## src/rtl/cxu_alu_target.sv

```systemverilog
// rtl/cxu_alu_target.sv - CXU-LI target: 1-cycle integer ops, iterative multiply, held response
module cxu_alu_target #(
    parameter int CXU_FUNC_ID_W  = 3,
    parameter int CXU_DATA_W     = 32,
    parameter int CXU_CXU_ID_W   = 2,
    parameter int CXU_STATE_ID_W = 1,
    parameter int CXU_INSN_W     = 1
) (
    input  logic                      CLK,
    input  logic                      rst,
    input  logic                      UserCLK_en,
    input  logic                      req_valid,
    output logic                      req_ready,
    input  logic [CXU_CXU_ID_W-1:0]   req_cxu,
    input  logic [CXU_STATE_ID_W-1:0] req_state,
    input  logic [CXU_FUNC_ID_W-1:0]  req_func,
    input  logic [CXU_INSN_W-1:0]     req_insn,
    input  logic [CXU_DATA_W-1:0]     req_data0,
    input  logic [CXU_DATA_W-1:0]     req_data1,
    output logic                      resp_valid,
    input  logic                      resp_ready,
    output logic [2:0]                resp_status,
    output logic [CXU_DATA_W-1:0]     resp_data
);

    localparam int CNT_W = $clog2(CXU_DATA_W) + 1;

    localparam logic [CXU_FUNC_ID_W-1:0] F_ADD = CXU_FUNC_ID_W'(0);
    localparam logic [CXU_FUNC_ID_W-1:0] F_SUB = CXU_FUNC_ID_W'(1);
    localparam logic [CXU_FUNC_ID_W-1:0] F_AND = CXU_FUNC_ID_W'(2);
    localparam logic [CXU_FUNC_ID_W-1:0] F_XOR = CXU_FUNC_ID_W'(3);
    localparam logic [CXU_FUNC_ID_W-1:0] F_POP = CXU_FUNC_ID_W'(4);
    localparam logic [CXU_FUNC_ID_W-1:0] F_MUL = CXU_FUNC_ID_W'(5);

    typedef enum logic [1:0] {
        IDLE = 2'd0,
        MUL  = 2'd1,
        RESP = 2'd2
    } state_t;

    state_t                  state;
    logic [CXU_DATA_W-1:0]   mcand;
    logic [CXU_DATA_W-1:0]   mplier;
    logic [CXU_DATA_W-1:0]   acc;
    logic [CNT_W-1:0]        cnt;

    logic [CNT_W-1:0]        pop;
    logic [CXU_DATA_W-1:0]   alu_data;
    logic [2:0]              alu_status;
    logic [CXU_DATA_W-1:0]   acc_next;

    // Routing, state and instruction fields carry no meaning for a stateless ALU.
    logic unused_fields;
    assign unused_fields = ^{req_cxu, req_state, req_insn};

    assign req_ready = (state == IDLE) & UserCLK_en;
    assign acc_next  = mplier[0] ? acc + mcand : acc;

    // Population count of operand A; the result always fits in the counter width.
    always_comb begin
        pop = '0;
        for (int i = 0; i < CXU_DATA_W; i++) begin
            pop = pop + CNT_W'(req_data0[i]);
        end
    end

    // Single-cycle function results; unsupported codes report an error with zero data.
    always_comb begin
        alu_data   = '0;
        alu_status = 3'd0;
        case (req_func)
            F_ADD:   alu_data = req_data0 + req_data1;
            F_SUB:   alu_data = req_data0 - req_data1;
            F_AND:   alu_data = req_data0 & req_data1;
            F_XOR:   alu_data = req_data0 ^ req_data1;
            F_POP:   alu_data = CXU_DATA_W'(pop);
            default: alu_status = 3'd1;
        endcase
    end

    // Control FSM with shift-add multiplier; everything freezes while UserCLK_en is low.
    always_ff @(posedge CLK or negedge rst) begin
        if (!rst) begin
            state       <= IDLE;
            resp_valid  <= 1'b0;
            resp_status <= 3'd0;
            resp_data   <= '0;
            mcand       <= '0;
            mplier      <= '0;
            acc         <= '0;
            cnt         <= '0;
        end else if (UserCLK_en) begin
            case (state)
                IDLE: begin
                    if (req_valid) begin
                        if (req_func == F_MUL) begin
                            mcand  <= req_data0;
                            mplier <= req_data1;
                            acc    <= '0;
                            cnt    <= '0;
                            state  <= MUL;
                        end else begin
                            resp_data   <= alu_data;
                            resp_status <= alu_status;
                            resp_valid  <= 1'b1;
                            state       <= RESP;
                        end
                    end
                end
                MUL: begin
                    acc    <= acc_next;
                    mcand  <= {mcand[CXU_DATA_W-2:0], 1'b0};
                    mplier <= {1'b0, mplier[CXU_DATA_W-1:1]};
                    cnt    <= cnt + 1'b1;
                    // Fixed latency: always run all DATA_W steps, no early exit.
                    if (cnt == CNT_W'(CXU_DATA_W - 1)) begin
                        resp_data   <= acc_next;
                        resp_status <= 3'd0;
                        resp_valid  <= 1'b1;
                        state       <= RESP;
                    end
                end
                RESP: begin
                    if (resp_ready) begin
                        resp_valid <= 1'b0;
                        state      <= IDLE;
                    end
                end
                default: begin
                    resp_valid <= 1'b0;
                    state      <= IDLE;
                end
            endcase
        end
    end

endmodule

```

## config.mk

```make
export PLATFORM = sky130hd
export DESIGN_NAME = cxu_alu_target
export DESIGN_NICKNAME = d
export VERILOG_FILES = /design/src/rtl/cxu_alu_target.sv
export SDC_FILE = /design/constraint.sdc
export NUM_CORES = 1
export LEC_CHECK = 0
export ABC_AREA = 0
export CORE_ASPECT_RATIO = 0.8
export CORE_UTILIZATION = 34
export CTS_BUF_LIST = sky130_fd_sc_hd__clkbuf_8
export DETAILED_ROUTE_END_ITERATION = 16
export MAX_ROUTING_LAYER = met4
export PLACE_DENSITY = 0.53
export SETUP_SLACK_MARGIN = 0.2
export SLEW_MARGIN = 5
export SYNTH_ARGS = -nofsm -noshare
export SYNTH_HDL_FRONTEND = slang
export SYNTH_SLANG_ARGS = --single-unit
```

## constraint.sdc

```tcl
create_clock -name CLK -period 4 [get_ports CLK]
set_input_delay 0.8 -clock CLK [delete_from_list [all_inputs] [get_ports CLK]]
set_output_delay 0.8 -clock CLK [all_outputs]
set_load 0.05 [all_outputs]
```

# ---- Yosys cells after proc, flatten, opt, wreduce, memory -nomap -nowiden
# Index checks and enable logic that the tools add are counted.
dict set report op_classes {
  add_sub_neg 35
  eq_ne 13
  n_mux 33
  n_bitwise 3
  n_reduce_logical 8
}
# op count
set op_table {}
lappend op_table {{$mux 32} 10}
lappend op_table {{$pmux 32 s2} 4}
lappend op_table {{$pmux 32 s5} 1}
lappend op_table {{$add 6x1->6} 26}
lappend op_table {{$add 32x32->32} 2}
lappend op_table {{$and 32x32->32} 1}
lappend op_table {{$sub 32x32->32} 1}
lappend op_table {{$xor 32x32->32} 1}
lappend op_table {{$mux 6} 2}
lappend op_table {{$pmux 6 s2} 1}
lappend op_table {{$reduce_and 5->1} 2}
lappend op_table {{$mux 3} 3}
lappend op_table {{$mux 2} 4}
lappend op_table {{$ne 2x2->1 const B} 4}
lappend op_table {{$reduce_and 4->1} 2}
lappend op_table {{$add 5x1->6} 1}
lappend op_table {{$add 6x1->6 const B} 1}
lappend op_table {{$eq 3x2->1 const B} 2}
lappend op_table {{$eq 3x3->1 const B} 2}
lappend op_table {{$eq 6x5->1 const B} 1}
lappend op_table {{$pmux 2 s3} 1}
lappend op_table {{$pmux 3 s2} 1}
lappend op_table {{$add 4x1->5} 1}
lappend op_table {{$mux 1} 5}
lappend op_table {{other kinds (13)} 13}
dict set report totals {
  reg_bits 140
  inputBits 76
  output_inout_bits 37
  word_cells 100
}

# ---- Longest topological paths before layout
# Gate-level depths: netlist (run 1).
dict set report depth {
  depth_word 35
  depth_mapped 18
}

# ---- Worst setup path before layout (run 1)
# Ideal clock, no wire load.
dict set report synth_timing {
  path_type {input to register}
  startpoint {in req_data0[1]}
  endpoint {reg resp_data[5]}
  setup_ns 0.135
  t_arrival_ns 5.068
  path_slack_ns -1.203
  stages 18
  cell_sequence {inv_1 > fa_1 > fa_1 > inv_1 > fa_1 > fa_1 > fa_1 > inv_1 > fa_1 > inv_1 > ha_1 > a21o_1 > a21oi_1 > inv_1 > a21oi_1 > o22ai_1 > a21oi_1 > o21ai_0}
}
dict set report synth_between {
  elab_chain_len 35
  elab_cells_between_ends 37
  classes_between {33 x add/sub; 4 x mux}
}
# element line
set synth_lines {}
lappend synth_lines {{start, declared} 18} ;# input logic [CXU_DATA_W-1:0] req_data0,
lappend synth_lines {{$add 1x1->2} 63} ;# pop = pop + CNT_W'(req_data0[i]);
lappend synth_lines {{$add 2x1->3} 63}
lappend synth_lines {{$add 3x1->4} 63}
lappend synth_lines {{$add 4x1->5} 63}
lappend synth_lines {{$add 5x1->6} 63}
lappend synth_lines {{$add 6x1->6 (26 in a row)} 63}
lappend synth_lines {{$pmux 32 s5 *} 71} ;# case (req_func)
lappend synth_lines {{$mux 32 *} 96} ;# if (req_func == F_MUL) begin
lappend synth_lines {{$mux 32 *} 95} ;# if (req_valid) begin
lappend synth_lines {{$pmux 32 s2 *} 93} ;# case (state)
lappend synth_lines {{end signal, assigned} 103} ;# resp_data <= alu_data;
lappend synth_lines {{end signal, assigned} 117} ;# resp_data <= acc_next;
lappend synth_lines {{end, declared} 23} ;# output logic [CXU_DATA_W-1:0] resp_data
# Mark *: on every way between the ends. The rest lies on a longest branch, timed or not. The select of a mux whose other input is x is not followed.
# A chain may end at the register's enable or synchronous reset.

# ---- Worst setup path in the final report (run 1)
dict set report layout_timing {
  startpoint {in req_data0[17]}
  endpoint {reg resp_data[4]}
}
dict set report layout_between {
  elab_chain_len 19
}
# element line
set layout_lines {}
lappend layout_lines {{$add 6x1->6 (15 in a row)} 63}
lappend layout_lines {{$pmux 32 s5} 71}
lappend layout_lines {{$mux 32} 96}
lappend layout_lines {{$mux 32} 95}
lappend layout_lines {{$pmux 32 s2} 93}
# No other way between the ends. The select of a mux whose other input is x is not followed.

==> results of run 1 <==
==> worst min path at each step <==
stage / startpoint / to / slack [ps]
floorplan: mplier[26] / mplier[26] / 450
global placement: resp_status[0] / resp_status[0] / 460
detailed placement: resp_status[0] / resp_status[0] / 470
CTS: rst / mplier[28] / 310
global route: rst / mplier[28] / 340
finish: rst / mplier[28] / 310
==> kinds of logic after synthesis <==
group / after synthesis / share of synthesized area [%]
adder cells (fa/ha/maj): 129 / 14.9
flip-flops: 138 / 28.4
other: 1 / 0.0308
multiplexers: 46 / 3.89
XOR/XNOR: 79 / 5.68
AO/OA/AOI/OAI: 455 / 23.8
buffers and inverters: 144 / 4.92
AND/OR/NAND/NOR: 515 / 18.4
==> report_power, final <==
group / switching (W) / internal (W) / total [W]
logic: 0.00305 / 0.00235 / 0.00540
clock network: 0.000706 / 0.000455 / 0.00116
registers: 0.000454 / 0.00191 / 0.00237
total: 0.00421 / 0.00472 / 0.00893
==> stage by stage <==
step / power, W / util, % / hold WS (ps) / cells / TNS [ps]
4_1_cts: 0.00878 / 45.8 / 315 / 2301 / -4420
6_report: 0.00893 / 47.1 / 309 / 2315 / -4500
2_1_floorplan: 0.00564 / - / 450 / 1508 / -5690
3_5_place_dp: 0.00748 / 44.1 / 468 / 2253 / -26760
5_1_grt: 0.00960 / 47.1 / 343 / 2315 / -5080
3_3_place_gp: 0.00741 / 44.1 / 462 / 2253 / -25980
==> cells in the final DEF (no fill, tap or decap), drive strengths merged, types with 35 or more instances in the layout <==
master	count
mux2i	35
o21ai	113
nand2	237
clkdlybuf4s50	70
inv	79
dfrtp	138
ha	103
a31oi	57
xnor2	56
a21o	36
a21oi	125
buf	299
nor2	157
==> registers in the layout, summed over array words and instances (netlist names) <==
signal       cells
state            2
resp_valid       1
acc             32
mplier          32
resp_data       32
mcand           32
cnt              6
resp_status      1
==> critical path: stages <==
cell and delay, ps:
buf_8 110, fa_1 550, inv_2 40, fa_2 560
fa_1 440, fa_1 540, fa_1 440, fa_1 480
inv_2 80, ha_4 130, inv_2 40, fa_2 370
inv_2 50, a21o_1 110, a21oi_2 50, xor2_1 150
o22ai_1 130, o21ai_1 70, o21ai_1 150
==> repair_timing <==
action,CTS,global route
pin swaps,49,73
setup buffers,16,14
setup endpoints to repair,30,23
resized for setup,155,98
==> layer usage <==
layer,wire (um),GRT usage (%),vias to the layer above
li1,-,-,6021
met1,22800,38.0,5768
met2,17700,34.4,273
met3,2140,3.29,27
met4,541,4.84,0
met5,0,-,-
==> final cells by class <==
cell class | count | area share (%)
clock inverters | 15 | 0.804
flip-flops and latches | 138 | 20.9
inverters | 68 | 1.56
well taps | 472 | 3.58
clock buffers | 17 | 1.42
repair buffers | 379 | 18.8
multi-input cells | 1226 | 52.9
==> results_dict.tcl, run 1 <==
set metrics [dict create \
    outcome "finished, violations left" \
    violations "setup timing" \
    totalWireLength_um 43300 \
    arrival_ps 5310 \
    cts_tree "yes" \
    yosysSeqAreaShare_pct 28.4 \
    worstPathRequired_ps 4420 \
    reg2reg_from "mcand[0]" \
    synth_cells 1507 \
    n_antenna_cell 0 \
    grt.total_usage_pct 24.9 \
    finalMaxSlewViolations 0 \
    setup_ws_ps -891 \
    rows 61 \
    async_reset_ff_share_pct 100 \
    die_width_um 214 \
    start_kind "input pin" \
    dr_total_vias 12089 \
    holdCritPathClass "input pin to async pin" \
    reg2reg_slack_ps 660 \
    area_growth_pct 35.5 \
    crit_type "input pin to flop" \
    cap_violations 0 \
    synth_top_cell_area_share_pct 28.4 \
    crit_path_start "req_data0[17]" \
    syn-mean-instance-area_sq_um 8.08 \
    place_congestion 0.931 \
    final_area_sq_um 16500 \
    num_io_pins 113 \
    rr_endpoint "resp_data[18]" \
    hold_violations 0 \
    synth_area_leaders "dfrtp_1, ha_1, nand2_1" \
    drc 0 \
    viasPerCell 5.22 \
    cts.reportedPaths.clkPinSlew_ps 100 \
    grt_pass1_vias 11495 \
    drtIter0Drc 673 \
    finalCritPeriodShare_pct 122 \
    yosysMostFrequentCell "nand2_1" \
    drtPass1Iterations 5 \
    worstSkewPairLatency_ps 490 \
    rsz0062_at_grt "true" \
    num-fill-cells 3517 \
    grt_overflow 0 \
    multi_input_comb_area_sq_um 8730 \
    peakVddDrop_mv 0.383 \
    dp.final_hpwl_um 34000 \
    ys_types 78 \
    cts_buffer_depth 2 \
    yosysTopAreaCell "dfrtp_1" \
    io_buffer_count 106 \
    start_util_pct 34.8 \
    synth_edf_count 0 \
    dieArea_sq_um 36600 \
    dpl_cell_area_sq_um 15500 \
    synth.cell_area_sq_um 12200 \
    yosys_register_bits 138 \
    core_sq_um 35000 \
    drive_above_1_share_pct 26.3 \
    routedWlPerCell_um 18.7 \
    leakagePower_nw 7.75 \
    dp_slack_ps -1960 \
    grt_max_degree 88 \
    grt_pass1_wl_um 66700 \
    htreeDepth 4 \
    worst_pin_slew_ps 841 \
    numCtsBuffers 17 \
    die_y_um 171 \
    cts.sinks 138 \
    clock-root-buffer "clkbuf_8" \
    fmax_ghz 0.204 \
    cp_max_fo 2 \
    ant_nets 0 \
    synth_common_cells "nand2_1, nor2_1, dfrtp_1" \
    power_density_nw_per_um2 541 \
    hold_buffers 0 \
    antenna_found_initial 0 \
    ff2ff_path_depth 11 \
    seqCellArea_sq_um 3450 \
    endpoint "resp_data[4]" \
    finalSetupViolations 6 \
    fin_crit_ps 4890 \
    end_kind "flop" \
    synth_top_flop_cell "dfrtp_1" \
    slew_headroom_pct 43.9 \
    skew_ps 20.5 \
    layout.nets 2035 \
    synth-warning-count 0 \
]
No activity file was read; power rests on OpenSTA's default activity.
==> run 2, diff against run 1 <==
CTS_BUF_LIST = unset   (was sky130_fd_sc_hd__clkbuf_8)
SKIP_CTS_REPAIR_TIMING = 1   (was unset)
==> run 2 against run 1 <==
  * The run still ends with setup timing left
  * Largest cell class unchanged
  * Sequential share of layout area is 0.32 points lower
  * Global-route usage is 0.18 points lower
  * Wire length is 0.21% lower
  * Final area is 1.5% higher
  * Sequential cell count stayed put
  * Worst setup slack worse by 42 ps
  * Register-to-register slack hardly changed
  * Clock-buffer cell count is 1 higher
  * Final cell count is 0.43% lower
  * Non-clock buffer count is 10 lower
==> results_dict.tcl, run 2 (same netlist as run 1, synthesis figures left out) <==
set metrics [dict create \
    cts_tree "yes" \
    most-common-layout-cells "buf_4, nand2_1, nor2_1" \
    ff2ff_path_depth 11 \
    rsz0062_at_grt "true" \
    numPlacedInstances 2253 \
    hold_violations 0 \
    reg2reg_from "mcand[0]" \
    setup_ws_ps -932 \
    routedWlPerCell_um 18.7 \
    drive_above_1_share_pct 25.8 \
    drc 0 \
    fin_cells 2305 \
    ant_nets 0 \
    num-fill-cells 3480 \
    dieArea_sq_um 36600 \
    grt_pass1_wl_um 66100 \
    finalSetupViolations 6 \
    violations "setup timing" \
    skew_ps 12.0 \
    slowest_stage "fa_2" \
    die_width_um 214 \
    cap_violations 0 \
    numCtsBuffers 17 \
    leakagePower_nw 7.89 \
    worstPathRequired_ps 4380 \
    holdCritPathClass "input pin to async pin" \
    rows 61 \
    n_antenna_cell 0 \
    dp.final_hpwl_um 34000 \
    grt.total_usage_pct 24.7 \
    end_kind "flop" \
    grt_overflow 0 \
    dr_total_vias 12051 \
    die_y_um 171 \
    fin_util_pct 47.8 \
    fin_crit_ps 4930 \
    core_sq_um 35000 \
    start_util_pct 34.8 \
    htreeDepth 4 \
    outcome "finished, violations left" \
    drtIter0Drc 736 \
    grt_pass1_vias 11336 \
    cp_max_fo 2 \
    area_growth_pct 37.6 \
    finalCritPeriodShare_pct 123 \
    fmax_ghz 0.203 \
    final_common_cell "buf_4" \
    grt_max_degree 88 \
    worstSkewPairLatency_ps 450 \
    arrival_ps 5310 \
    max_stage_delay_ps 610 \
    num_io_pins 113 \
    finalMaxSlewViolations 0 \
    antenna_found_initial 0 \
    cts.reportedPaths.clkPinSlew_ps 70 \
    rr_endpoint "resp_data[18]" \
    crit_chain "buf_4 > inv_2 > fa_2 > fa_2 > fa_1 > fa_1 > fa_1 > fa_1 > inv_2 > ha_4 > inv_2 > fa_2 > inv_2 > a21o_1 > a21oi_2 > xor2_1 > o22ai_1 > o21ai_1 > o21ai_1" \
    crit_type "input pin to flop" \
    peakVddDrop_mv 0.381 \
    viasPerCell 5.23 \
    reg2reg_slack_ps 670 \
    slew_headroom_pct 46.5 \
    drtPass1Iterations 5 \
    power_density_nw_per_um2 557 \
    cts.sinks 138 \
    place_congestion 0.931 \
    io_buffer_count 106 \
    totalWireLength_um 43200 \
    worst_pin_slew_ps 800 \
    clock-root-buffer "clkbuf_16" \
    start_kind "input pin" \
    layout.nets 2025 \
    cts_buffer_depth 2 \
]
-- run 2: cell types whose count changed in the layout (fill, tap and decap cells not counted), moves of 3 or more --
cell	delta
clkbuf_2	+6
clkbuf_8	-17
clkbuf_16	+17
dlygate4sd2_1	-3
a21oi_2	-4
buf_6	+6
buf_2	-11
buf_4	-14
dlymetal6s2s_1	+8
inv_2	-3
-- run 2: metal layers --
layer / vias to the layer above / wire length, um / share of wire, % / GRT usage, %
li1: 5994 / - / - / -
met1: 5788 / 22800 / 53 / 38.2
met4: 0 / 600 / 1.4 / 5.12
met5: - / 0 / 0 / -
met2: 243 / 17700 / 41 / 33.7
met3: 26 / 2100 / 4.9 / 2.87
-- run 2: how the worst max path moves through the flow --
stage / slack [ps] / to / startpoint
3_3_place_gp: -1880 / resp_data[4] / req_data0[25]
3_5_place_dp: -1960 / resp_data[4] / req_data0[25]
2_1_floorplan: -1060 / resp_data[4] / req_data0[17]
4_1_cts: -1480 / resp_data[4] / req_data0[25]
5_1_grt: -1080 / resp_data[4] / req_data0[1]
6_report: -930 / resp_data[4] / req_data0[23]
-- run 2: layout make-up --
cell class / instances / area (sq um) / area share, %
flip-flops and latches: 138 / 3450 / 20.6
repair buffers: 369 / 3090 / 18.5
inverters: 68 / 258 / 1.54
multi-input cells: 1226 / 8800 / 52.5
clock buffers: 18 / 429 / 2.56
well taps: 472 / 591 / 3.53
clock inverters: 14 / 129 / 0.769
-- run 2: per-stage QoR --
stage / setup WS, ps / instance area (sq um) / hold WS [ps] / power [W] / TNS, ps
after floorplan: -1060 / 12300 / 450 / 0.00564 / -5690
after global placement: -1880 / 15500 / 462 / 0.00741 / -25980
after detailed placement: -1960 / 15500 / 468 / 0.00748 / -26760
after CTS: -1480 / 16000 / 374 / 0.00908 / -12970
after global routing: -1080 / 16800 / 404 / 0.0100 / -5620
final: -932 / 16800 / 353 / 0.00934 / -4770
-- run 2: worst max-delay path, delay by kind of cell --
kind / cells / cell delay (ps)
buffers and inverters: 5 / 320
XOR/XNOR: 1 / 160
AO/OA/AOI/OAI: 5 / 500
adder cells (fa/ha/maj): 8 / 3530
-- run 2: report_power, final --
group          internal (W)  switching (W)  leakage, nW  total, W
clock network      0.000822       0.000753        0.267   0.00158
logic               0.00234        0.00305         5.90   0.00539
registers           0.00192       0.000455         1.72   0.00237
==> run 3, diff against run 2 <==
CORE_ASPECT_RATIO = unset   (was 0.8)
CORE_UTILIZATION = 45   (was 34)
PLACE_DENSITY = 0.69   (was 0.53)
==> run 3 against run 2 <==
  * The flow still finishes with violations (setup timing)
  * Sequential cell count unchanged
  * Hold slack gained 41 ps
  * Power increased by 1.5%
  * Combinational power barely moved
  * Via count grew 2.5%
  * Clock-buffer cell count is the same
  * Final area down 2.3%
  * Critical path type unchanged
  * Largest power group unchanged
  * Highest routed layer unchanged
==> results_dict.tcl, run 3 (same netlist as run 1, synthesis figures left out) <==
set metrics [dict create \
    clock-root-buffer "clkbuf_16" \
    grt_max_degree 87 \
    cp_max_fo 2 \
    drive_above_1_share_pct 23.4 \
    dp.final_hpwl_um 31400 \
    setup_ws_ps -1070 \
    cts_tree "yes" \
    ant_nets 0 \
    power_density_nw_per_um2 580 \
    holdCritPathClass "input pin to async pin" \
    fin_crit_ps 5070 \
    area_growth_pct 34.4 \
    viasPerCell 5.73 \
    finalCritPeriodShare_pct 127 \
    numCtsBuffers 17 \
    grt_pass1_wl_um 64000 \
    cts.reportedPaths.clkPinSlew_ps 70 \
    grt_pass1_vias 11731 \
    violations "setup timing" \
    slew_headroom_pct 39.9 \
    rsz0062_at_grt "true" \
    die_y_um 166 \
    peakVddDrop_mv 0.480 \
    fin_hold_ws_ps 394 \
    leakagePower_nw 7.83 \
    drc 0 \
    worstPathRequired_ps 4320 \
    drtIter0Drc 1060 \
    cts.sinks 138 \
    worstSkewPairLatency_ps 430 \
    final_area_sq_um 16400 \
    numPlacedInstances 2107 \
    cap_violations 0 \
    antenna_found_initial 1 \
    end_kind "flop" \
    routedWlPerCell_um 18.9 \
    fin_cells 2155 \
    arrival_ps 5380 \
    cts_buffer_depth 2 \
    crit_type "input pin to flop" \
    dr_total_vias 12351 \
    outcome "finished, violations left" \
    htreeDepth 4 \
    fmax_ghz 0.197 \
    io_buffer_count 106 \
    final_common_cell "buf_4" \
    core_sq_um 26300 \
    drtPass1Iterations 5 \
    finalSetupViolations 6 \
    grt.total_usage_pct 30.3 \
    layout.nets 2011 \
    rows 59 \
    totalWireLength_um 40700 \
    worst_pin_slew_ps 898 \
    reg2reg_slack_ps 570 \
    dpl_cell_area_sq_um 15300 \
    hold_violations 0 \
    die_width_um 166 \
    skew_ps 10.2 \
    dieArea_sq_um 27700 \
    finalMaxSlewViolations 0 \
    most-common-layout-cells "buf_4, nand2_1, nor2_1" \
    num_io_pins 113 \
    place_congestion 0.947 \
    setup_tns_ps -5320 \
    grt_overflow 0 \
    start_kind "input pin" \
    start_util_pct 46.3 \
]
==> run 3: layout make-up <==
cell class | count | area [sq um]
Clock buffer | 18 | 429
Tap cell | 335 | 419
Fill cell | 2254 | 9920
Timing Repair Buffer | 355 | 2980
Inverter | 68 | 258
Clock inverter | 14 | 209
Multi-Input combinational cell | 1226 | 8600
Antenna cell | 1 | 2.50
Sequential cell | 138 | 3450
==> run 3: critical path: stages <==
cell	delay (ps)
buf_8	80
inv_4	30
fa_1	600
fa_2	490
fa_2	590
fa_1	440
fa_1	550
fa_1	430
inv_2	80
ha_4	130
inv_2	40
fa_2	560
nor2_2	40
a21oi_1	180
o22ai_1	90
a21oi_1	180
o21ai_1	80
==> run 3: final timing paths <==
kind | startpoint | end | cells after the start
min in group CLK | resp_valid | resp_valid | 2
max in group asynchronous | rst | resp_data[19] | 2
min | rst | mplier[2] | 1
max reg2reg | mcand[0] | resp_data[30] | 11
max | req_data0[23] | resp_data[1] | 17
min reg2reg | resp_valid | resp_valid | 2
==> run 3: per-stage QoR <==
stage	total power, W	worst slack [ps]	util [%]
after detailed placement	0.00745	-1880	58.1
final	0.00948	-1070	62.3
after floorplan	0.00564	-1060	-
after global placement	0.00732	-1800	58.1
after CTS	0.00924	-1430	60.5
after global routing	0.0101	-1170	62.3
==> run 3: where the power goes <==
part	internal [W]	leakage, nW	switching [W]
clock	0.00106	0.302	0.000690
sequential	0.00192	1.72	0.000451
combinational	0.00231	5.80	0.00305
total	0.00529	7.83	0.00419
==> run 3: layer usage <==
layer	global-route usage, %	vias up	part of all wire [%]
met2	44.9	365	44
met3	4.56	68	6.0
met5	-	-	0
li1	-	5964	-
met4	10.7	0	2.9
met1	42.0	5954	47
